`src/rtl/map_probe_server.sv`:
```
// Shared map-pixel probe server: round-robin arbitration onto one synchronous map ROM port,
// returning tagged color/out-of-bounds responses 2 cycles after accept. Hazard flags are
// generated only when MAP_PROBE_HAZARD_CLASS_EN is defined.
module map_probe_server #(
    parameter int unsigned NREQ  = 4,
    parameter int unsigned MAP_W = 640,
    parameter int unsigned MAP_H = 480
) (
    input  logic                 clk_i,
    input  logic                 rst_ni,
    input  logic [NREQ-1:0]      req_valid_i,
    input  logic [NREQ*10-1:0]   req_x_i,
    input  logic [NREQ*10-1:0]   req_y_i,
    output logic [NREQ-1:0]      req_ready_o,
    output logic [16:0]          rom_addr_o,
    input  logic [23:0]          rom_data_i,
    output logic                 rsp_valid_o,
    output logic [2:0]           rsp_id_o,
    output logic [23:0]          rsp_color_o,
    output logic                 rsp_oob_o,
    output logic                 rsp_lava_o,
    output logic                 rsp_poison_o
);

    localparam int unsigned IdxW = (NREQ > 1) ? $clog2(NREQ) : 1;

    logic [IdxW-1:0] ptr_q, ptr_d;
    logic            gnt_found;
    logic [IdxW-1:0] gnt_idx;
    int unsigned     scan;
    int unsigned     nxt;

    // First valid requester at or after the rotating pointer wins.
    always_comb begin
        gnt_found = 1'b0;
        gnt_idx   = '0;
        scan      = 0;
        for (int unsigned k = 0; k < NREQ; k++) begin
            scan = (32'(ptr_q) + k) % NREQ;
            if (!gnt_found && req_valid_i[scan[IdxW-1:0]]) begin
                gnt_found = 1'b1;
                gnt_idx   = scan[IdxW-1:0];
            end
        end
    end

    always_comb begin
        nxt   = (32'(gnt_idx) + 1) % NREQ;
        ptr_d = gnt_found ? nxt[IdxW-1:0] : ptr_q;
    end

    always_comb begin
        req_ready_o = '0;
        if (rst_ni && gnt_found) begin
            req_ready_o[gnt_idx] = 1'b1;
        end
    end

    logic [9:0]  sel_x, sel_y;
    logic        sel_oob;
    logic [16:0] sel_addr;

    always_comb begin
        sel_x    = req_x_i[gnt_idx*10 +: 10];
        sel_y    = req_y_i[gnt_idx*10 +: 10];
        sel_oob  = (32'(sel_x) >= MAP_W) || (32'(sel_y) >= MAP_H);
        sel_addr = 17'(sel_x[9:2]) + 17'(sel_y[9:2]) * 17'd160;
        if (sel_oob) begin
            sel_addr = '0;
        end
    end

    logic            s1_valid_q, s1_oob_q;
    logic [IdxW-1:0] s1_id_q;
    logic [16:0]     rom_addr_q;
    logic            s2_valid_q, s2_oob_q;
    logic [IdxW-1:0] s2_id_q;
    logic            rsp_valid_q, rsp_oob_q;
    logic [2:0]      rsp_id_q;
    logic [23:0]     rsp_color_q;
    logic [23:0]     color_d;

    // ROM data is meaningless for out-of-bounds probes.
    assign color_d = s2_oob_q ? 24'h0 : rom_data_i;

    always_ff @(posedge clk_i or negedge rst_ni) begin
        if (!rst_ni) begin
            ptr_q       <= '0;
            s1_valid_q  <= 1'b0;
            s1_oob_q    <= 1'b0;
            s1_id_q     <= '0;
            rom_addr_q  <= '0;
            s2_valid_q  <= 1'b0;
            s2_oob_q    <= 1'b0;
            s2_id_q     <= '0;
            rsp_valid_q <= 1'b0;
            rsp_oob_q   <= 1'b0;
            rsp_id_q    <= '0;
            rsp_color_q <= '0;
        end else begin
            ptr_q      <= ptr_d;
            s1_valid_q <= gnt_found;
            if (gnt_found) begin
                rom_addr_q <= sel_addr;
                s1_id_q    <= gnt_idx;
                s1_oob_q   <= sel_oob;
            end
            s2_valid_q  <= s1_valid_q;
            s2_id_q     <= s1_id_q;
            s2_oob_q    <= s1_oob_q;
            rsp_valid_q <= s2_valid_q;
            if (s2_valid_q) begin
                rsp_id_q    <= 3'(s2_id_q);
                rsp_oob_q   <= s2_oob_q;
                rsp_color_q <= color_d;
            end
        end
    end

    assign rom_addr_o  = rom_addr_q;
    assign rsp_valid_o = rsp_valid_q;
    assign rsp_id_o    = rsp_id_q;
    assign rsp_oob_o   = rsp_oob_q;
    assign rsp_color_o = rsp_color_q;

`ifdef MAP_PROBE_HAZARD_CLASS_EN
    localparam logic [23:0] LavaColor   = 24'hac0404;
    localparam logic [23:0] PoisonColor = 24'h69a42a;

    logic lava_q, poison_q;

    always_ff @(posedge clk_i or negedge rst_ni) begin
        if (!rst_ni) begin
            lava_q   <= 1'b0;
            poison_q <= 1'b0;
        end else if (s2_valid_q) begin
            lava_q   <= (color_d == LavaColor);
            poison_q <= (color_d == PoisonColor);
        end
    end

    assign rsp_lava_o   = lava_q;
    assign rsp_poison_o = poison_q;
`else
    assign rsp_lava_o   = 1'b0;
    assign rsp_poison_o = 1'b0;
`endif

endmodule

```
`config.mk`:
```
export PLATFORM = sky130hd
export DESIGN_NAME = map_probe_server
export DESIGN_NICKNAME = d
export VERILOG_FILES = /design/src/rtl/map_probe_server.sv
export SDC_FILE = /design/constraint.sdc
export NUM_CORES = 1
export LEC_CHECK = 0
export BUFFER_PORTS_ARGS = -buffer_cell sky130_fd_sc_hd__buf_4
export CAP_MARGIN = 20
export CORE_MARGIN = 4
export CORE_UTILIZATION = 43
export CTS_BUF_LIST = sky130_fd_sc_hd__clkbuf_8 sky130_fd_sc_hd__clkbuf_16
export DETAILED_ROUTE_END_ITERATION = 6
export PLACE_DENSITY = 0.77
export SLEW_MARGIN = 20
export SYNTH_ARGS = -nofsm -noshare
export SYNTH_HDL_FRONTEND = slang
export SYNTH_SLANG_ARGS = --single-unit
```
`constraint.sdc`:
```
create_clock -name clk_i -period 4.29 [get_ports clk_i]
set_input_delay 0.858 -clock clk_i [delete_from_list [all_inputs] [get_ports clk_i]]
set_output_delay 0.858 -clock clk_i [all_outputs]
set_load 0.02 [all_outputs]
```
==> flow_summary.json <==
{
  "p_switching_mw": 1.753,
  "yosys.area.top_type": "dfrtp_1",
  "ios": 162,
  "via_count": 3426,
  "clk_pin_slew_ns": 0.10,
  "grt_setup_unrepaired": "no",
  "fmax_ghz": 0.2473,
  "synth_edf_count": 0,
  "core_um2": 8175,
  "cpMostUsedCell": "ha_1",
  "grt_usage": 0.1961,
  "period_needed_ns": 4.043,
  "clkLatencyLatePin_ns": 0.31,
  "synth_cell_types": 55,
  "cts-htree-levels": 2,
  "portBuffers": 142,
  "grt_use_met3": 0.03787,
  "required_ns": 4.49,
  "grt-ovfl-total": 0,
  "fin_tns_setup_ns": 0,
  "hp-class": "reg2reg",
  "routed_wl_um": 9823,
  "ys_ff_latch": 55,
  "relSlewSlack": 0.5398,
  "tightest_slew_ns": 0.6903,
  "netlist.area_leader.share": 0.3812,
  "hold_viol_final": 0,
  "finalPower_mw": 3.922,
  "dieArea_um2": 9928,
  "synth.most_common_cell": "dfrtp_1",
  "ant_nets": 0,
  "antenna_found_initial": 0,
  "drv_cap": 0,
  "synthToLayoutAreaGrowth_pct": 41.23,
  "via_per_inst": 5.303,
  "synthTopCellsByCount": "55 x dfrtp_1, 38 x inv_1, 38 x o21ai_0",
  "maxSlewViolCount": 0,
  "outcome": "completed",
  "die-width_um": 99.64,
  "critPathCaptureType": "register",
  "holdBufCountCts": 0,
  "drive_gt1_frac": 0.3993,
  "cts_setup_buffers": 0,
  "grt_max_degree": 60,
  "holdWs_ns": 0.3594,
  "grt_pass1_wl_um": 16020,
  "ys_async_sr_fraction": 1.000,
  "cts_sinks": 55,
  "gr-usage-met1": 0.2463,
  "post-route-period-util": 0.9424,
  "skew_ns": 0.008647,
  "p_leak_nw": 2.522,
  "crit_chain": "buf_4, nand2b_1, o211a_4, nor2_8, buf_12, mux2i_1, mux2_4, inv_1, ha_1, ha_1, a21o_1, a211oi_1, nor2_1, and3_1, and2_1, a221oi_1, nand3_1, a22o_1",
  "cp.arrival_ns": 4.25,
  "clockPowerShare": 0.074,
  "cts.path.max_buffers": 2,
  "gp_congestion": 0.9308,
  "fp.dieH_um": 99.64,
  "p_int_mw": 2.169,
  "initial_core_util": 0.4417,
  "seq_area_frac_synth": 0.3812,
  "post-route-drc-count": 0,
  "powerDensity_nw_per_um2": 769.0,
  "slowest_stage": "ha_1",
  "numCtsBuffers": 5,
  "worstSetupPathType": "in2reg",
  "final-setup-viol-count": 0,
  "placed_cells": 638,
  "grt_pass1_vias": 3449,
  "dp_hpwl_um": 7938,
  "first_pass_iters": 4,
  "cts_tree": "built",
  "ys_warn_count": 0,
  "wl_per_cell_um": 15.21,
  "gr-usage-met2": 0.3450,
  "row_count": 33,
  "clockRootBuffer": "clkbuf_8",
  "ys_top_cells_by_area": "dfrtp_1 38%, mux2i_1 5.8%, nand3b_1 5.6%",
  "worstSetupStartpointType": "primary input",
  "fin_cells": 646,
  "p_comb_frac": 0.728,
  "netlist_area_um2": 3611,
  "sw_frac_of_total": 0.4470,
  "cp_max_fo": 11,
  "avgSynthCellArea_um2": 9.629,
  "final_net_count": 667,
  "grt_busiest_layer": "met2",
  "synth-main-ff-cell": "dfrtp_1",
  "peakVddDrop_mv": 0.4272,
  "max_stage_delay_ns": 0.33,
  "netlist_instances": 375,
  "p_seq_frac": 0.198,
  "drtIter0Drc": 176,
  "num_antenna_cells": 0
}
==> flip-flops by register name, summed over array words and instances, names as in the netlist <==
register and flops:
rsp_id_o 2, s1_valid_q 1, ptr_q 2, rom_addr_o 17, rsp_valid_o 1, s1_id_q 2, rsp_color_o 24, s2_valid_q 1
s1_oob_q 1, rsp_oob_o 1, s2_id_q 2, s2_oob_q 1
==> logic make-up (layout without fill, tap and decap cells) <==
logic type | count (synthesis) | in the layout | share of synthesized area
simple gates | 106 | 106 | 0.1750
buf+inv | 63 | 227 | 0.07623
other cells | 1 | 3 | 0.001039
flops | 55 | 55 | 0.3812
compound gates | 88 | 88 | 0.1629
fa+ha+maj | 17 | 17 | 0.06098
xor+xnor | 10 | 10 | 0.02426
mux | 35 | 35 | 0.1185
==> final timing paths <==
kind,start,end,slack [ns],cells after the start
hold reg to reg,s1_valid_q$_DFF_PN0_,s2_valid_q$_DFF_PN0_,0.36,0
setup reg to reg,ptr_q[1]$_DFFE_PN0N_,rom_addr_o[12]$_DFFE_PN0N_,0.45,17
max in group asynchronous,rst_ni,s1_id_q[0]$_DFFE_PN0N_,3.25,1
hold / removal,s1_valid_q$_DFF_PN0_,s2_valid_q$_DFF_PN0_,0.36,0
min in group asynchronous,rst_ni,rsp_color_o[13]$_DFFE_PN0P_,0.58,1
setup / recovery,req_valid_i[1],rom_addr_o[12]$_DFFE_PN0N_,0.25,18
==> worst max-delay path: cells and delay by family <==
| family | cells | cell delay, ns |
|---|---|---|
| and+or+nand+nor | 6 | 0.88 |
| AOI/OAI and AO/OA | 5 | 1.16 |
| buffers and inverters | 3 | 0.30 |
| adders and majority gates | 2 | 0.66 |
| muxes | 2 | 0.40 |
==> cell usage in the layout, fill, tap and decap left out, drive strengths merged, types with 5 or more instances in the layout <==
cell type	count
nand3b	27
a22o	11
mux4	5
o21ai	38
and2	5
mux2i	21
mux2	9
clkbuf	5
nor2	16
nand2	18
a21oi	10
ha	16
a211oi	6
and3	10
inv	40
xor2	7
dfrtp	55
nand3	14
buf	179
==> through the flow <==
stage | util | worst slack (ns) | area, um2
6_report | 0.6238 | 0.2470 | 5100
3_5_place_dp | 0.6116 | -0.1398 | 5000
5_1_grt | 0.6238 | 0.01563 | 5100
3_3_place_gp | 0.6116 | -0.0001452 | 5000
4_1_cts | 0.6227 | 0.1419 | 5091
2_1_floorplan | - | 0.02720 | 3645
==> cell type report <==
type	count	area (um2)
clock inverter	3	22.52
multi-input combinational	259	1994
tap	105	131.4
inverter	40	150.1
timing repair buffer	179	1356
sequential	55	1376
fill	720	3075
clock buffer	5	68.82
==> timing repair <==
action / 4_1_cts / 5_1_grt
resized for setup: 0 / 2
setup endpoints to repair: 0 / 4
hold endpoints to repair: 0 / 0
==> layer usage <==
metal | up-vias | share of wire
li1 | 1664 | -
met1 | 1612 | 0.42
met2 | 136 | 0.49
met3 | 14 | 0.075
met4 | 0 | 0.015
met5 | - | 0
==> power groups by stage <==
stage               clock (mW)  combinational [mW]  sequential [mW]
finish                   0.289                2.86            0.777
global route             0.322                3.16            0.797
CTS                      0.296                2.85            0.778
detailed placement           0                2.84            0.787
global placement             0                2.76            0.783
floorplan                    0                1.75            0.892
(Power assumes the default switching activity.)
